`src/rtl/score_pkg.sv`:
```
// Shared types and constants for the score overlay writer: FSM state encoding,
// default display register addresses and BCD digit limits.
package score_pkg;

  typedef enum logic [1:0] {
    IDLE     = 2'd0,
    WR_DIGIT = 2'd1,
    WR_X     = 2'd2,
    WR_Y     = 2'd3
  } wr_state_t;

  localparam logic [8:0] SCORE_ADDR   = 9'd10;
  localparam logic [8:0] SCORE_X_ADDR = 9'd11;
  localparam logic [8:0] SCORE_Y_ADDR = 9'd12;

  localparam int                 DIGIT_W   = 4;
  localparam logic [DIGIT_W-1:0] DIGIT_MAX = 4'd9;

endpackage

```
`src/rtl/score_writer_bcd_digit.sv`:
```
// One BCD digit (0..9) with increment-in, carry-out and synchronous clear.
// SCORE_SATURATE_EN adds a saturate input that blocks increments.
module bcd_digit
  import score_pkg::*;
(
  input  logic               clk,
  input  logic               reset_n,
  input  logic               inc_in,
  input  logic               clr,
`ifdef SCORE_SATURATE_EN
  input  logic               saturate,
`endif
  output logic               carry_out,
  output logic [DIGIT_W-1:0] value,
  output logic [DIGIT_W-1:0] value_next
);

  logic step;

`ifdef SCORE_SATURATE_EN
  assign step = inc_in & ~saturate;
`else
  assign step = inc_in;
`endif

  assign carry_out = step & (value == DIGIT_MAX);

  // value_next is exported so the writer can register the post-update digit
  always_comb begin
    value_next = value;
    if (clr) begin
      value_next = '0;
    end else if (step) begin
      value_next = (value == DIGIT_MAX) ? '0 : value + 1'b1;
    end
  end

  always_ff @(posedge clk or negedge reset_n) begin
    if (!reset_n) begin
      value <= '0;
    end else begin
      value <= value_next;
    end
  end

endmodule

```
`src/rtl/score_writer.sv`:
```
// Frame-driven BCD score counter that writes digit, X and Y overlay registers
// to the display block once per vsync falling edge. Build option: SCORE_SATURATE_EN.
module score_writer
  import score_pkg::*;
#(
  parameter int unsigned FRAMES_PER_POINT = 6,
  parameter logic [7:0]  SCORE_X          = 8'd8,
  parameter logic [7:0]  SCORE_Y          = 8'd8,
  parameter logic [8:0]  BASE_ADDR        = SCORE_ADDR
) (
  input  logic        clk,
  input  logic        reset_n,
  input  logic        vsync,
  input  logic        run,
  input  logic        clr,
  output logic        chipselect,
  output logic        write,
  output logic [8:0]  address,
  output logic [31:0] writedata,
  output logic [15:0] score_bcd,
  output logic        busy
);

  localparam logic [7:0] FC_LAST = 8'(FRAMES_PER_POINT - 1);

  logic        vsync_q;
  logic        tick;
  logic        point;
  logic [7:0]  frame_cnt;
  logic        saturate;
  logic [4:0]  carry;
  logic [3:0]  digit_next [4];
  wr_state_t   state;
  wr_state_t   state_next;
  logic        cs_d;
  logic [8:0]  addr_d;
  logic [31:0] data_d;

  // vsync_q resets high so a vsync held high across reset gives no tick
  always_ff @(posedge clk or negedge reset_n) begin
    if (!reset_n) begin
      vsync_q <= 1'b1;
    end else begin
      vsync_q <= vsync;
    end
  end

  assign tick  = vsync_q & ~vsync;
  assign point = tick & run & (frame_cnt == FC_LAST);

  always_ff @(posedge clk or negedge reset_n) begin
    if (!reset_n) begin
      frame_cnt <= '0;
    end else if (clr) begin
      frame_cnt <= '0;
    end else if (tick && run) begin
      frame_cnt <= (frame_cnt == FC_LAST) ? 8'd0 : frame_cnt + 8'd1;
    end
  end

  assign saturate = (score_bcd == 16'h9999);
  assign carry[0] = point;

  for (genvar g = 0; g < 4; g++) begin : g_digit
    bcd_digit u_digit (
      .clk        (clk),
      .reset_n    (reset_n),
      .inc_in     (carry[g]),
      .clr        (clr),
`ifdef SCORE_SATURATE_EN
      .saturate   (saturate),
`endif
      .carry_out  (carry[g+1]),
      .value      (score_bcd[4*g +: 4]),
      .value_next (digit_next[g])
    );
  end

  // Ticks outside IDLE are ignored, so a burst is never restarted or stretched
  always_comb begin
    state_next = state;
    case (state)
      IDLE:     if (tick) state_next = WR_DIGIT;
      WR_DIGIT: state_next = WR_X;
      WR_X:     state_next = WR_Y;
      default:  state_next = IDLE;
    endcase
  end

  // Outputs are registered from the next state; the digit write uses the
  // post-update ones digit so a score change or clear in the tick cycle shows.
  always_comb begin
    cs_d   = 1'b0;
    addr_d = '0;
    data_d = '0;
    case (state_next)
      WR_DIGIT: begin
        cs_d   = 1'b1;
        addr_d = BASE_ADDR;
        data_d = {28'b0, digit_next[0]};
      end
      WR_X: begin
        cs_d   = 1'b1;
        addr_d = BASE_ADDR + 9'd1;
        data_d = {24'b0, SCORE_X};
      end
      WR_Y: begin
        cs_d   = 1'b1;
        addr_d = BASE_ADDR + 9'd2;
        data_d = {24'b0, SCORE_Y};
      end
      default: begin
        cs_d   = 1'b0;
        addr_d = '0;
        data_d = '0;
      end
    endcase
  end

  always_ff @(posedge clk or negedge reset_n) begin
    if (!reset_n) begin
      state      <= IDLE;
      chipselect <= 1'b0;
      address    <= '0;
      writedata  <= '0;
      busy       <= 1'b0;
    end else begin
      state      <= state_next;
      chipselect <= cs_d;
      address    <= addr_d;
      writedata  <= data_d;
      busy       <= cs_d;
    end
  end

  assign write = chipselect;

endmodule

```
`config.mk`:
```
export PLATFORM = sky130hd
export DESIGN_NAME = score_writer
export DESIGN_NICKNAME = d
export VERILOG_FILES = /design/src/rtl/score_pkg.sv /design/src/rtl/score_writer_bcd_digit.sv /design/src/rtl/score_writer.sv
export SDC_FILE = /design/constraint.sdc
export NUM_CORES = 1
export LEC_CHECK = 0
export CAP_MARGIN = 20
export CORE_MARGIN = 2
export CORE_UTILIZATION = 45
export DETAILED_ROUTE_END_ITERATION = 7
export PLACE_DENSITY = 0.78
export SYNTH_ARGS = -nofsm -noshare
export SYNTH_HDL_FRONTEND = slang
export SYNTH_HIERARCHICAL = 1
export SYNTH_SLANG_ARGS = --single-unit
```
`constraint.sdc`:
```
create_clock -name clk -period 4.1 [get_ports clk]
set_input_delay 0.82 -clock clk [delete_from_list [all_inputs] [get_ports clk]]
set_output_delay 0.82 -clock clk [all_outputs]
set_load 0.01 [all_outputs]
```
==> results.sh <==
export IMPL_synth_cells=194
export IMPL_grt_pass1_vias=1264
export IMPL_synth_avg_cell_area_um2=10.0
export IMPL_startpoint_type="primary input"
export IMPL_final_cell_mix="34 x sky130_fd_sc_hd__dfrtp_1, 33 x sky130_fd_sc_hd__conb_1, 31 x sky130_fd_sc_hd__clkdlybuf4s50_1, 15 x sky130_fd_sc_hd__nor2_1, 13 x sky130_fd_sc_hd__o21ai_0"
export IMPL_ctsRootBufferMaster="sky130_fd_sc_hd__clkbuf_8"
export IMPL_fin_setup_tns_ns=0
export IMPL_drt_iter0_drc=34
export IMPL_clk_insertion_delay_late_ns=0.29
export IMPL_io_buffers=31
export IMPL_cts_tree="done"
export IMPL_slew_viol_final=0
export IMPL_timing_critical_path_mode_cell="sky130_fd_sc_hd__nand2_2"
export IMPL_cell_rows=23
export IMPL_endpoint_kind="flip-flop"
export IMPL_capturing_element_of_the_worst_setup_path="g_digit[3].u_digit/value[1]"
export IMPL_cpLargestDelayFamily="simple AND/OR/NAND/NOR gates"
export IMPL_crit_path_max_incr_delay_ns=0.45
export IMPL_initial_antenna_violation_count=0
export IMPL_cp_required_ns=4.32
export IMPL_fin_hold_ws_ns=0.527
export IMPL_crit_reg2reg_capture="g_digit[3].u_digit/value[1]"
export IMPL_postCtsHoldBufs=0
export IMPL_power_ir_vdd_worst_mv=0.295
export IMPL_core_region_area_mm2=0.00409
export IMPL_timing_critical_path_buf_inv=2
export IMPL_cts_buffers_inserted=5
export IMPL_hold_violations=0
export IMPL_start_util_pct=47.6
export IMPL_detail_route_wirelength_met1_um=1430
export IMPL_cts_resized=0
export IMPL_cp_data_arrival_time_ns=3.78
export IMPL_worst_path_max_fanout=7
export IMPL_detailedPlace_worstSlack_ns=0.246
export IMPL_finalSetupViolations=0
export IMPL_synth_warning_count=6
export IMPL_wl_met2_um=1640
export IMPL_leakagePower_nw=1.04
export IMPL_clk_transition_reported_paths_ns=0.07
export IMPL_via_per_inst=4.85
export IMPL_cap_violations=0
export IMPL_worstSetupStartpoint="vsync"
export IMPL_die_w_um=69.8
export IMPL_crit_slowest_cell="sky130_fd_sc_hd__clkdlybuf4s50_1"
export IMPL_power_per_cell_area_mw_per_mm2=368
export IMPL_clockBufferDepth=2
export IMPL_drc_viols=0
export IMPL_achievable_frequency_ghz=0.281
export IMPL_io_pins=65
export IMPL_areaGrowthSynthToFinish_pct=17.4
export IMPL_grt_first_pass_wirelength_um=5640
export IMPL_timing_critical_path_cells="clkdlybuf4s50_1 > and3b_1 > and4_1 > nand2_2 > nor3b_1 > nand2_2 > nor3b_1 > nand2_2 > nor3b_1 > buf_4 > nand2_2 > or3_1 > a21oi_2"
export IMPL_antenna_cells_inserted=0
export IMPL_met3_wirelength_um=182
export IMPL_rsz0062_at_grt="no"
export IMPL_routedWlPerCell_um=11.7
export IMPL_numClockSinks=35
export IMPL_rrSetupSlack_ns=0.99
export IMPL_finalCritPeriodShare_pct=86.8
export IMPL_regToRegStartpoint="frame_cnt[1]"
export IMPL_detailedPlacementHpwl_um=2450
export IMPL_fin_worst_skew_ns=0.00657
export IMPL_mostFrequentLayoutCell="sky130_fd_sc_hd__dfrtp_1"
export IMPL_die_height_um=69.8
export IMPL_synth_cell_area_mm2=0.00195
export IMPL_critical_path_cell_count=13
export IMPL_post_cts_repair_setup_buffers=0
export IMPL_layout_nets=243
export IMPL_layout_cells_sized_above_1_pct=10.7
export IMPL_grt_remaining_overflow=0
export IMPL_final_setup_worst_slack_ns=0.542
export IMPL_drt_pass1_iter_count=4
export IMPL_r2r_worst_path_cells=14
export IMPL_post_route_minimum_period_ns=3.56
export IMPL_highest_signal_layer="met4"
export IMPL_totalWireLength_um=3300
export IMPL_vias_post_dr=1373
export IMPL_crit_type="primary input to flip-flop"
export IMPL_largest_net_degree_at_the_start_of_global_routing=36
export IMPL_detail_route_antenna_nets=0
export IMPL_outcome="finished, final reports clean"
export IMPL_design_die_area_mm2=0.00487
export IMPL_htreeDepth=2
export IMPL_hp_class="flip-flop to flip-flop"
export IMPL_finalWeightedCongestion=0.871
export IMPL_grt_util_all_layers_pct=14.6
[area by class of cell]
cell class / count / area [um2]
Multi-Input combinational cell: 150 / 900
Sequential cell: 35 / 877
Inverter: 4 / 15.0
Tap cell: 50 / 62.6
Clock buffer: 7 / 76.3
Clock inverter: 1 / 5.00
Timing Repair Buffer: 36 / 348
Fill cell: 397 / 1800
[how the worst min path moves through the flow]
stage / startpoint / slack (ns) / endpoint / cells after the start
6_report: state[1] / 0.53 / address[2] / 1
5_1_grt: state[1] / 0.56 / address[2] / 1
4_1_cts: state[1] / 0.53 / address[2] / 1
3_5_place_dp: state[1] / 0.52 / address[2] / 1
3_3_place_gp: state[1] / 0.53 / address[2] / 1
2_1_floorplan: frame_cnt[7] / 0.50 / frame_cnt[7] / 1
[through the flow]
step / area (um2) / power (mW) / std cells / util [%]
finish: 2280 / 0.839 / 283 / 55.9
floorplan: 2070 / 0.549 / 226 / -
CTS: 2280 / 0.855 / 283 / 55.9
global route: 2280 / 0.891 / 283 / 55.9
detailed placement: 2200 / 0.612 / 275 / 53.9
global placement: 2200 / 0.609 / 275 / 53.9
[registers in the layout (all words and copies together) (netlist names)]
register and flops:
address 4, writedata 4, frame_cnt 8, vsync_q 1, state 2, g_digit.u_digit/value 16
[where the power goes]
| group | internal (mW) | switching, mW | total [mW] |
|---|---|---|---|
| combinational | 0.100 | 0.105 | 0.205 |
| clock | 0.119 | 0.116 | 0.235 |
| sequential | 0.382 | 0.0179 | 0.400 |
| total | 0.601 | 0.238 | 0.839 |
[metal layers]
| metal | track usage (%) | up-vias |
|---|---|---|
| li1 | - | 664 |
| met1 | 18.8 | 663 |
| met2 | 22.8 | 40 |
| met3 | 4.80 | 6 |
| met4 | 5.77 | 0 |
| met5 | 0 | - |
No activity file was read; power rests on OpenSTA's default activity.
